**src/rtl/shift_seq.sv**
```systemverilog
// shift_seq: iterative shift/rotate sequencer.
// Accepts a word and shift amount over valid/ready. It applies the shift in
// steps of at most STEP positions per cycle. The result is held until the
// consumer takes it.
// ROTATE / TO_RIGHT: 1'b1 = enable, 1'b0 = disable.
module shift_seq #(
   parameter int DATA     = 8,
   parameter int SHAMT    = 4,
   parameter int STEP     = 2,
   parameter bit ROTATE   = 1'b0,
   parameter bit TO_RIGHT = 1'b0
) (
   input  logic             clk,
   input  logic             rst,
   input  logic             in_valid,
   output logic             in_ready,
   input  logic [DATA-1:0]  in_data,
   input  logic [SHAMT-1:0] in_shamt,
   output logic             out_valid,
   input  logic             out_ready,
   output logic [DATA-1:0]  out_data,
   output logic             busy
);

   typedef enum logic [1:0] {
      IDLE = 2'd0,
      RUN  = 2'd1,
      DONE = 2'd2
   } state_t;

   localparam logic [31:0] STEP_W = 32'(STEP);

   state_t           state_r;
   logic [DATA-1:0]  acc_r;
   logic [SHAMT-1:0] rem_r;
   logic             in_ready_r;
   logic             out_valid_r;
   logic             busy_r;
   logic [SHAMT-1:0] step_s;
   logic [DATA-1:0]  next_acc_s;

   // One-position move in the configured direction and mode.
   function automatic logic [DATA-1:0] step1(input logic [DATA-1:0] v);
      logic [DATA-1:0] r;
      if (TO_RIGHT) begin
         r = ROTATE ? {v[0], v[DATA-1:1]} : {1'b0, v[DATA-1:1]};
      end else begin
         r = ROTATE ? {v[DATA-2:0], v[DATA-1]} : {v[DATA-2:0], 1'b0};
      end
      return r;
   endfunction

   // Chain of STEP single-position stages; stage i is active when i < amt.
   function automatic logic [DATA-1:0] shift_by(input logic [DATA-1:0] v,
                                                input logic [SHAMT-1:0] amt);
      logic [DATA-1:0] r;
      logic [31:0]     a32;
      r   = v;
      a32 = 32'(amt);
      for (int i = 0; i < STEP; i++) begin
         if (32'(i) < a32) begin
            r = step1(r);
         end else begin
            r = r;
         end
      end
      return r;
   endfunction

   // Step size for this cycle: min(remaining, STEP).
   always_comb begin
      step_s = rem_r;
      if (32'(rem_r) > STEP_W) begin
         step_s = STEP_W[SHAMT-1:0];
      end else begin
         step_s = rem_r;
      end
   end

   // Accumulator value after applying this cycle's step.
   always_comb begin
      next_acc_s = shift_by(acc_r, step_s);
   end

   // Control FSM with datapath registers and registered handshake outputs.
   always_ff @(posedge clk) begin
      if (rst) begin
         state_r     <= IDLE;
         acc_r       <= {DATA{1'b0}};
         rem_r       <= {SHAMT{1'b0}};
         in_ready_r  <= 1'b1;
         out_valid_r <= 1'b0;
         busy_r      <= 1'b0;
      end else begin
         case (state_r)
            IDLE: begin
               if (in_valid) begin
                  acc_r      <= in_data;
                  rem_r      <= in_shamt;
                  in_ready_r <= 1'b0;
                  busy_r     <= 1'b1;
                  if (in_shamt == {SHAMT{1'b0}}) begin
                     state_r     <= DONE;
                     out_valid_r <= 1'b1;
                  end else begin
                     state_r     <= RUN;
                     out_valid_r <= 1'b0;
                  end
               end
            end
            RUN: begin
               acc_r <= next_acc_s;
               rem_r <= rem_r - step_s;
               // Shift mode keeps iterating even once the word is all zero.
               if (rem_r == step_s) begin
                  state_r     <= DONE;
                  out_valid_r <= 1'b1;
               end
            end
            DONE: begin
               // No same-cycle acceptance: the next request waits in IDLE.
               if (out_ready) begin
                  state_r     <= IDLE;
                  out_valid_r <= 1'b0;
                  busy_r      <= 1'b0;
                  in_ready_r  <= 1'b1;
               end
            end
            default: begin
               state_r     <= IDLE;
               rem_r       <= {SHAMT{1'b0}};
               in_ready_r  <= 1'b1;
               out_valid_r <= 1'b0;
               busy_r      <= 1'b0;
            end
         endcase
      end
   end

   assign in_ready  = in_ready_r;
   assign out_valid = out_valid_r;
   assign busy      = busy_r;
   assign out_data  = acc_r;

endmodule

```
**config.mk**
```make
export PLATFORM = sky130hd
export DESIGN_NAME = shift_seq
export DESIGN_NICKNAME = d
export VERILOG_FILES = /design/src/rtl/shift_seq.sv
export SDC_FILE = /design/constraint.sdc
export NUM_CORES = 1
export LEC_CHECK = 0
export ABC_CLOCK_PERIOD_IN_PS = 1800
export BUFFER_PORTS_ARGS = -buffer_cell sky130_fd_sc_hd__buf_2
export CORE_MARGIN = 5
export CORE_UTILIZATION = 44
export CTS_BUF_LIST = sky130_fd_sc_hd__clkbuf_4 sky130_fd_sc_hd__clkbuf_8 sky130_fd_sc_hd__clkbuf_16
export DETAILED_ROUTE_END_ITERATION = 8
export GPL_TIMING_DRIVEN = 0
export PLACE_DENSITY_LB_ADDON = 0.05
export SETUP_SLACK_MARGIN = 0.05
export SLEW_MARGIN = 40
export SYNTH_ARGS = -nofsm -noshare
export SYNTH_HDL_FRONTEND = slang
export SYNTH_SLANG_ARGS = --single-unit
```
**constraint.sdc**
```tcl
create_clock -name clk -period 1.8 [get_ports clk]
set_input_delay 0.09 -clock clk [delete_from_list [all_inputs] [get_ports clk]]
set_output_delay 0.09 -clock clk [all_outputs]
set_load 0.1 [all_outputs]
```
==> results of run 1 <==
-- area by class of cell --
cell class | count | area (um^2)
well taps | 28 | 35.0
inverters | 2 | 7.51
plain buffers | 7 | 67.6
flip-flops and latches | 16 | 322
repair buffers | 25 | 125
fillers | 234 | 988
clock buffers | 4 | 36.3
multi-input cells | 92 | 567
-- worst max-delay path: cells and delay by family (launching register included) --
kind            cells  cell delay (ps)
compound gates      2              630
simple gates        2              350
buf+inv             1              130
flops               1              320
-- state kept, by name, indices dropped and copies added (netlist names) --
signal,cells
busy,1
in_ready,1
out_data,8
out_valid,1
rem_r,4
state_r,1
-- metal layers --
metal  wire [um]  up-vias  share of wire
met3         155        4          0.062
met4          27        0          0.011
met1        1140      461           0.46
met5           0        -              0
li1            -      484              -
met2        1170       30           0.47
-- through the flow --
| stage | hold WS, ps | cells | power (mW) | utilization | worst slack [ps] |
|---|---|---|---|---|---|
| 3_3_place_gp | 333 | 170 | 0.947 | 0.523 | 329 |
| 2_1_floorplan | 226 | 117 | 0.853 | - | 173 |
| 6_report | 30.8 | 174 | 1.19 | 0.540 | 292 |
| 5_1_grt | 44.7 | 174 | 1.25 | 0.540 | 66.0 |
| 4_1_cts | 34.6 | 174 | 1.19 | 0.540 | 270 |
| 3_5_place_dp | 345 | 170 | 0.953 | 0.523 | 299 |
-- power groups by stage --
stage | logic, mW | clock network, mW | registers, mW
6_report | 0.514 | 0.246 | 0.431
5_1_grt | 0.552 | 0.264 | 0.439
4_1_cts | 0.515 | 0.247 | 0.432
3_5_place_dp | 0.513 | 0 | 0.440
3_3_place_gp | 0.510 | 0 | 0.437
2_1_floorplan | 0.230 | 0 | 0.623
-- path summary, 6_finish.rpt --
path / cells past startpoint / end / start
min reg2reg: 2 / busy$_SDFFE_PP0P_ / busy$_SDFFE_PP0P_
min: 3 / out_data[0]$_SDFFE_PP0P_ / in_data[0]
max reg2reg: 5 / out_data[5]$_SDFFE_PP0P_ / state_r[0]$_SDFFE_PP0P_
max: 5 / out_data[5]$_SDFFE_PP0P_ / state_r[0]$_SDFFE_PP0P_
-- layout by cell type (no fill, tap or decap), types with 5 or more instances in the layout --
master	synthesis	final
a21oi_1	8	8
a22oi_1	6	6
buf_2	0	25
dfxtp_1	16	15
nand2_1	8	8
nor2_1	13	13
nor2b_1	5	5
nor3_1	6	6
o21ai_0	6	6
o22ai_1	6	6
-- logic make-up (layout without fill, tap and decap cells) --
logic type,Yosys count,in the layout,share of synthesized area
other,1,1,0.00390
AO/OA/AOI/OAI,39,39,0.273
buffers and inverters,9,38,0.0780
AND/OR/NAND/NOR,46,46,0.248
adder cells (fa/ha/maj),1,1,0.0130
multiplexers,4,4,0.0416
flip-flops,16,16,0.333
XOR/XNOR,1,1,0.00910
==> flow_metrics.env, run 1 <==
export IMPL_cts_tree="done"
export IMPL_cts_sinks=16
export IMPL_synth_avg_cell_area_um2=8.22
export IMPL_grtUsageMet3=0.0299
export IMPL_skew_ps=3.70
export IMPL_synth_ff_type="dfxtp_1"
export IMPL_antenna_left=0
export IMPL_finalHoldViolCount=0
export IMPL_die_y_um=56.8
export IMPL_synthArstFlopShare=0
export IMPL_pwr_share_seq=0.362
export IMPL_cts_resized=0
export IMPL_nets=164
export IMPL_crit_fanout=10
export IMPL_drc=0
export IMPL_cts_setup_buffers=0
export IMPL_p_per_area_nw_per_um2=1030
export IMPL_status="finished, final reports clean"
export IMPL_tns_ps=0
export IMPL_clk_pin_slew_ps=100
export IMPL_ys_types=39
export IMPL_ios=27
export IMPL_syn_area_um2=962
export IMPL_grt_pass1_vias=962
export IMPL_wire_per_inst_um=14.3
export IMPL_vias=979
export IMPL_rows=17
export IMPL_critPathKind="flop to flop"
export IMPL_drt_iter0_markers=24
export IMPL_placed_cell_area_um2=1120
export IMPL_diodes=0
export IMPL_ir_drop_mv=0.565
export IMPL_p_switching_mw=0.520
export IMPL_worst_pin_slew_ps=515
export IMPL_yosysMostFrequentCell="dfxtp_1"
export IMPL_slew_viol_final=0
export IMPL_relSlewSlack=0.656
export IMPL_core_um2=2150
export IMPL_clk_path_buf_depth=2
export IMPL_power_frac_clock=0.206
export IMPL_cap_violations=0
export IMPL_rsz0062_at_grt="false"
export IMPL_cp_cell_sequence="buf_6, o21bai_1, o22ai_1, and3_1, nor4_1"
export IMPL_cp_required_ps=2010
export IMPL_area_delta_synth_final_pct=20.5
export IMPL_design_area_um2=1160
export IMPL_grtUsageMet2=0.272
export IMPL_drive_gt1_frac=0.295
export IMPL_antenna_found_initial=0
export IMPL_insertion_delay_ps=290
export IMPL_critPathCaptureType="flop"
export IMPL_dp_hpwl_mm=1.90
export IMPL_clockRootBuffer="clkbuf_4"
export IMPL_track_usage=0.165
export IMPL_yosysSeqAreaShare=0.333
export IMPL_start_util=0.448
export IMPL_swShare=0.436
export IMPL_yosys_warnings=0
export IMPL_period_share=0.838
export IMPL_ff2ff_setup_slack_ps=290
export IMPL_gr_usage_met1=0.216
export IMPL_die_w_um=56.8
export IMPL_cp_start_kind="flop"
export IMPL_p_int_mw=0.671
export IMPL_leakagePower_nw=0.474
export IMPL_cts_buffers=3
export IMPL_drt_total_wl_mm=2.50
export IMPL_hp_class="input port to flop"
export IMPL_htree_levels=1
export IMPL_synthesis_nets=134
export IMPL_synth_top_cell_by_area="dfxtp_1"
export IMPL_grt_max_degree=11
export IMPL_fmax_mhz=663
export IMPL_crit_slowest_cell="o21bai_1"
export IMPL_numPortBuffers=25
export IMPL_dieArea_um2=3220
export IMPL_gp_congestion=0.739
export IMPL_worst_path_largest_cell_delay_ps=440
export IMPL_hold_buffers=0
export IMPL_via_per_inst=5.63
export IMPL_worst_ep_arrival_time_ps=1720
export IMPL_p_comb_frac=0.431
export IMPL_busiest_layer="met2"
export IMPL_synth_enable_flop_cells=0
export IMPL_synth_commonest_cells="dfxtp_1, nor2_1, a21oi_1, nand2_1"
export IMPL_overflow=0
export IMPL_first_pass_iters=4
export IMPL_synth_top_area_share=0.333
export IMPL_setup_viol=0
export IMPL_grt_pass1_wl_mm=4.29
export IMPL_layout_min_cycle_time_ps=1510
export IMPL_synth_cells=117
export IMPL_synth_area_top_cells="dfxtp_1, nor2_1, a22oi_1, buf_6, a21oi_1"
export IMPL_ys_ff_latch=16
No activity file was read; power rests on OpenSTA's default activity.
==> run 2, diff against run 1 <==
- ABC_AREA: not set -> 1
- ABC_CLOCK_PERIOD_IN_PS: 1800 -> 1300
- clock period: 1.8 -> 1.3 ns (I/O delays scaled with it)
==> flow_metrics.env, run 2 <==
export IMPL_gp_congestion=0.782
export IMPL_cp_required_ps=1500
export IMPL_critPathBufInv=1
export IMPL_antenna_left=0
export IMPL_synth_enable_flop_cells=0
export IMPL_synth_cells=150
export IMPL_fillers=222
export IMPL_critPathCaptureType="flop"
export IMPL_ys_ff_latch=16
export IMPL_placed_cell_area_um2=1180
export IMPL_grt_pass1_wl_mm=4.22
export IMPL_vias=1083
export IMPL_layout_commonest_cell="nand2_1"
export IMPL_grt_max_degree=11
export IMPL_leakagePower_nw=0.630
export IMPL_synth_area_top_cells="dfxtp_1, nand2_1, inv_1, a21oi_1, o21ai_0"
export IMPL_fin_ws_ps=92.2
export IMPL_clk_pin_slew_ps=100
export IMPL_overflow=0
export IMPL_cts_tree="done"
export IMPL_yosys_warnings=0
export IMPL_dp_cells=204
export IMPL_dp_slack_ps=-12.1
export IMPL_worst_path_largest_cell_delay_ps=380
export IMPL_timing_hold_ws_ps=22.7
export IMPL_ios=27
export IMPL_via_per_inst=5.13
export IMPL_yosysSeqAreaShare=0.322
export IMPL_fmax_mhz=828
export IMPL_cts_buffers=3
export IMPL_synth_top_cell_by_area="dfxtp_1"
export IMPL_fin_cells=211
export IMPL_nets=201
export IMPL_worst_ep_arrival_time_ps=1410
export IMPL_cp_start_kind="flop"
export IMPL_final_cell_mix="nand2_1, buf_2, inv_1"
export IMPL_synth_avg_cell_area_um2=6.62
export IMPL_die_w_um=57.5
export IMPL_status="finished, final reports clean"
export IMPL_dp_hpwl_mm=1.95
export IMPL_skew_ps=2.03
export IMPL_start_util=0.453
export IMPL_hold_buffers=0
export IMPL_rsz0062_at_grt="true"
export IMPL_design_area_um2=1320
export IMPL_htree_levels=1
export IMPL_slew_viol_final=0
export IMPL_p_per_area_nw_per_um2=1980
export IMPL_drt_total_wl_mm=2.63
export IMPL_setup_viol=0
export IMPL_finalHoldViolCount=0
export IMPL_cp_top_family="simple AND/OR/NAND/NOR gates"
export IMPL_period_share=0.929
export IMPL_ir_drop_mv=1.10
export IMPL_grt_pass1_vias=1006
export IMPL_diodes=0
export IMPL_clk_path_buf_depth=2
export IMPL_drc=0
export IMPL_synth_commonest_cells="nand2_1, inv_1, dfxtp_1, a21oi_1, o21ai_0"
export IMPL_track_usage=0.161
export IMPL_hp_class="input port to flop"
export IMPL_cap_violations=0
export IMPL_first_pass_iters=4
export IMPL_antenna_found_initial=0
export IMPL_rows=17
export IMPL_yosysMostFrequentCell="nand2_1"
export IMPL_synthArstFlopShare=0
export IMPL_layout_min_cycle_time_ps=1210
export IMPL_wire_per_inst_um=12.5
export IMPL_dieArea_um2=3310
export IMPL_syn_area_um2=993
export IMPL_area_delta_synth_final_pct=32.7
export IMPL_cts_sinks=16
export IMPL_synth_ff_type="dfxtp_1"
export IMPL_numPortBuffers=26
export IMPL_insertion_delay_ps=290
export IMPL_crit_fanout=8
export IMPL_die_y_um=57.5
export IMPL_core_um2=2190
export IMPL_largest_reg_flops=8
export IMPL_drive_gt1_frac=0.399
export IMPL_crit_slowest_cell="dfxtp_4"
export IMPL_synth_top_area_share=0.322
export IMPL_ys_types=24
export IMPL_drt_iter0_markers=23
export IMPL_clockRootBuffer="clkbuf_4"
export IMPL_synthesis_nets=167
export IMPL_critPathKind="flop to flop"
export IMPL_cp_cell_sequence="nor2_8, buf_4, a21oi_4, nand2_1, nand3_1, nor2_1, nor2_2"
-- run 2: changes by cell type in the layout (fill, tap and decap cells not counted), moves of 5 or more --
cell     delta
a21oi_1     +6
a22oi_1     -6
dfxtp_1    -11
dfxtp_2     +7
inv_1      +15
nand2_1    +29
nand3_2     +7
nor2b_1     -5
nor3_1      -6
o21ai_0     +5
o22ai_1     -5
-- run 2: final cells by class --
type | instances | area, um^2 | area share
Clock buffer | 4 | 36.3 | 0.0275
Inverter | 23 | 91.3 | 0.0693
Multi-Input combinational cell | 111 | 658 | 0.499
Sequential cell | 16 | 345 | 0.262
Tap cell | 28 | 35.0 | 0.0266
Timing Repair Buffer | 29 | 153 | 0.116
-- run 2: kinds of logic (layout without fill, tap and decap cells) --
family	count (synthesis)	after routing	synth area share
AND/OR/NAND/NOR	74	74	0.372
adder cells (fa/ha/maj)	1	1	0.0126
other	1	1	0.00377
buffers and inverters	23	56	0.0869
flip-flops	16	16	0.322
AO/OA/AOI/OAI	35	35	0.203
-- run 2: per-layer routing --
| metal | track usage | share of wire | up-vias |
|---|---|---|---|
| li1 | - | - | 561 |
| met1 | 0.193 | 0.41 | 487 |
| met2 | 0.282 | 0.52 | 29 |
| met3 | 0.0249 | 0.046 | 6 |
| met4 | 0.0695 | 0.026 | 0 |
| met5 | 0 | 0 | - |
-- run 2: power by group --
group / switching (mW) / internal [mW]
Clock: 0.179 / 0.171
Sequential: 0.107 / 0.615
Combinational: 1.15 / 0.391
Total: 1.44 / 1.18
-- run 2: timing repair --
| item | CTS | global route |
|---|---|---|
| resized for setup | 6 | 19 |
| setup buffers | 1 | 2 |
| setup endpoints to repair | 10 | 13 |
| pin swaps | 0 | 12 |
-- run 2: tightest hold or removal path: cells and delay by family --
kind                   cells  cell delay, ps
AND/OR/NAND/NOR            1              60
buffers and inverters      1              90
AO/OA/AOI/OAI              1              60
-- run 2: path summary, 6_finish.rpt --
check | start | to | slack, ps | cells past startpoint
worst max-delay path | rem_r[3]$_SDFFE_PP0P_ | out_data[7]$_SDFFE_PP0P_ | 90 | 7
worst min register to register | busy$_SDFFE_PP0P_ | busy$_SDFFE_PP0P_ | 470 | 2
worst min-delay path | in_data[0] | out_data[0]$_SDFFE_PP0P_ | 20 | 3
worst max register to register | rem_r[3]$_SDFFE_PP0P_ | out_data[7]$_SDFFE_PP0P_ | 90 | 7
-- run 2: per-stage QoR --
| step | setup TNS, ps | utilization | power, mW |
|---|---|---|---|
| 2_1_floorplan | -0.743 | - | 1.87 |
| 3_3_place_gp | -9.95 | 0.538 | 2.09 |
| 3_5_place_dp | -12.1 | 0.538 | 2.12 |
| 4_1_cts | 0 | 0.565 | 2.50 |
| 5_1_grt | 0 | 0.602 | 2.77 |
| 6_report | 0 | 0.602 | 2.61 |
==> run 3, diff against run 2 <==
- PLACE_DENSITY: not set -> 0.71
- PLACE_DENSITY_LB_ADDON: 0.05 -> not set
==> flow_metrics.env, run 3 (synthesized netlist as in run 2, its figures left out) <==
export IMPL_status="finished, final reports clean"
export IMPL_insertion_delay_ps=290
export IMPL_drt_total_wl_mm=2.61
export IMPL_grt_pass1_wl_mm=4.37
export IMPL_postLayoutCoreUtil=0.601
export IMPL_clockRootBuffer="clkbuf_4"
export IMPL_start_util=0.453
export IMPL_rsz0062_at_grt="true"
export IMPL_ir_drop_mv=1.39
export IMPL_overflow=0
export IMPL_placed_cell_area_um2=1180
export IMPL_hold_buffers=0
export IMPL_cp_start_kind="flop"
export IMPL_via_per_inst=5.07
export IMPL_critPathLaunch="out_valid$_SDFFE_PP0P_"
export IMPL_clk_path_buf_depth=2
export IMPL_ios=27
export IMPL_fin_cells=214
export IMPL_drc=0
export IMPL_dp_hpwl_mm=1.93
export IMPL_p_per_area_nw_per_um2=1970
export IMPL_crit_slowest_cell="dfxtp_4"
export IMPL_final_cell_mix="nand2_1, buf_2, inv_1"
export IMPL_worst_ep_arrival_time_ps=1420
export IMPL_nets=204
export IMPL_drt_iter0_markers=31
export IMPL_clk_pin_slew_ps=100
export IMPL_total_power_mw=2.59
export IMPL_largest_reg_flops=8
export IMPL_critPathCaptureType="flop"
export IMPL_antenna_left=0
export IMPL_tns_ps=0
export IMPL_track_usage=0.165
export IMPL_first_pass_iters=4
export IMPL_cts_sinks=16
export IMPL_core_um2=2190
export IMPL_gp_congestion=0.857
export IMPL_hp_class="input port to flop"
export IMPL_grt_pass1_vias=1045
export IMPL_worst_path_largest_cell_delay_ps=380
export IMPL_rows=17
export IMPL_htree_levels=1
export IMPL_cts_buffers=3
export IMPL_die_w_um=57.5
export IMPL_die_y_um=57.5
export IMPL_drive_gt1_frac=0.387
export IMPL_antenna_found_initial=0
export IMPL_vias=1084
export IMPL_cp_cell_sequence="inv_2, nand2_4, a21oi_4, nand3_1, nand2_1, nor2_1, nor2_1"
export IMPL_design_area_um2=1320
export IMPL_cts_tree="done"
export IMPL_dieArea_um2=3310
export IMPL_fmax_mhz=837
export IMPL_finalHoldViolCount=0
export IMPL_dp_cells=204
export IMPL_cpMostUsedCell="nor2_1"
export IMPL_critPathKind="flop to flop"
export IMPL_setup_viol=0
export IMPL_diodes=0
export IMPL_min_from="in_shamt[3]"
export IMPL_worstReg2RegStart="out_valid$_SDFFE_PP0P_"
export IMPL_numPortBuffers=26
export IMPL_skew_ps=4.04
export IMPL_crit_fanout=10
export IMPL_slew_viol_final=0
export IMPL_leakagePower_nw=0.642
export IMPL_layout_commonest_cell="nand2_1"
export IMPL_cp_required_ps=1530
export IMPL_area_delta_synth_final_pct=32.6
export IMPL_layout_min_cycle_time_ps=1190
export IMPL_period_share=0.918
export IMPL_wire_per_inst_um=12.2
export IMPL_grt_max_degree=11
export IMPL_cap_violations=0
-- run 3: layout make-up --
type / instances / area, um^2
multi-input cells: 111 / 639
well taps: 28 / 35.0
clock buffers: 4 / 36.3
repair buffers: 32 / 175
fillers: 217 / 873
flip-flops and latches: 16 / 343
inverters: 23 / 88.8
-- run 3: where the power goes --
| part | internal [mW] | switching (mW) |
|---|---|---|
| Clock | 0.170 | 0.165 |
| Sequential | 0.613 | 0.105 |
| Combinational | 0.405 | 1.13 |
-- run 3: critical path, delay by kind of cell (launching register included) --
family                 cells  cell delay [ps]
buffers and inverters      1              100
flip-flops                 1              380
AO/OA/AOI/OAI              1              230
AND/OR/NAND/NOR            5              430
-- run 3: through the flow --
stage | worst slack (ps) | hold slack [ps]
5_1_grt | 0.574 | 14.4
4_1_cts | 18.3 | 16.6
3_5_place_dp | -12.4 | 334
6_report | 106 | 30.1
3_3_place_gp | -5.58 | 336
2_1_floorplan | -0.743 | 127
-- run 3: worst paths after layout --
kind                            cells past startpoint                       end  slack, ps
worst max-delay path                                7  out_data[5]$_SDFFE_PP0P_        110
worst min-delay path                                3     rem_r[3]$_SDFFE_PP0P_         30
worst max register to register                      7  out_data[5]$_SDFFE_PP0P_        110
worst min register to register                      2         busy$_SDFFE_PP0P_        470
-- run 3: per-layer routing --
layer | share of wire | track usage | up-vias
li1 | - | - | 567
met1 | 0.46 | 0.211 | 485
met2 | 0.48 | 0.258 | 28
met3 | 0.048 | 0.0294 | 4
met4 | 0.016 | 0.0927 | 0
met5 | 0 | 0 | -
-- run 3: repair_timing --
item	in CTS	in global routing
setup endpoints to repair	9	14
resized for setup	4	14
setup buffers	0	6
pin swaps	0	5
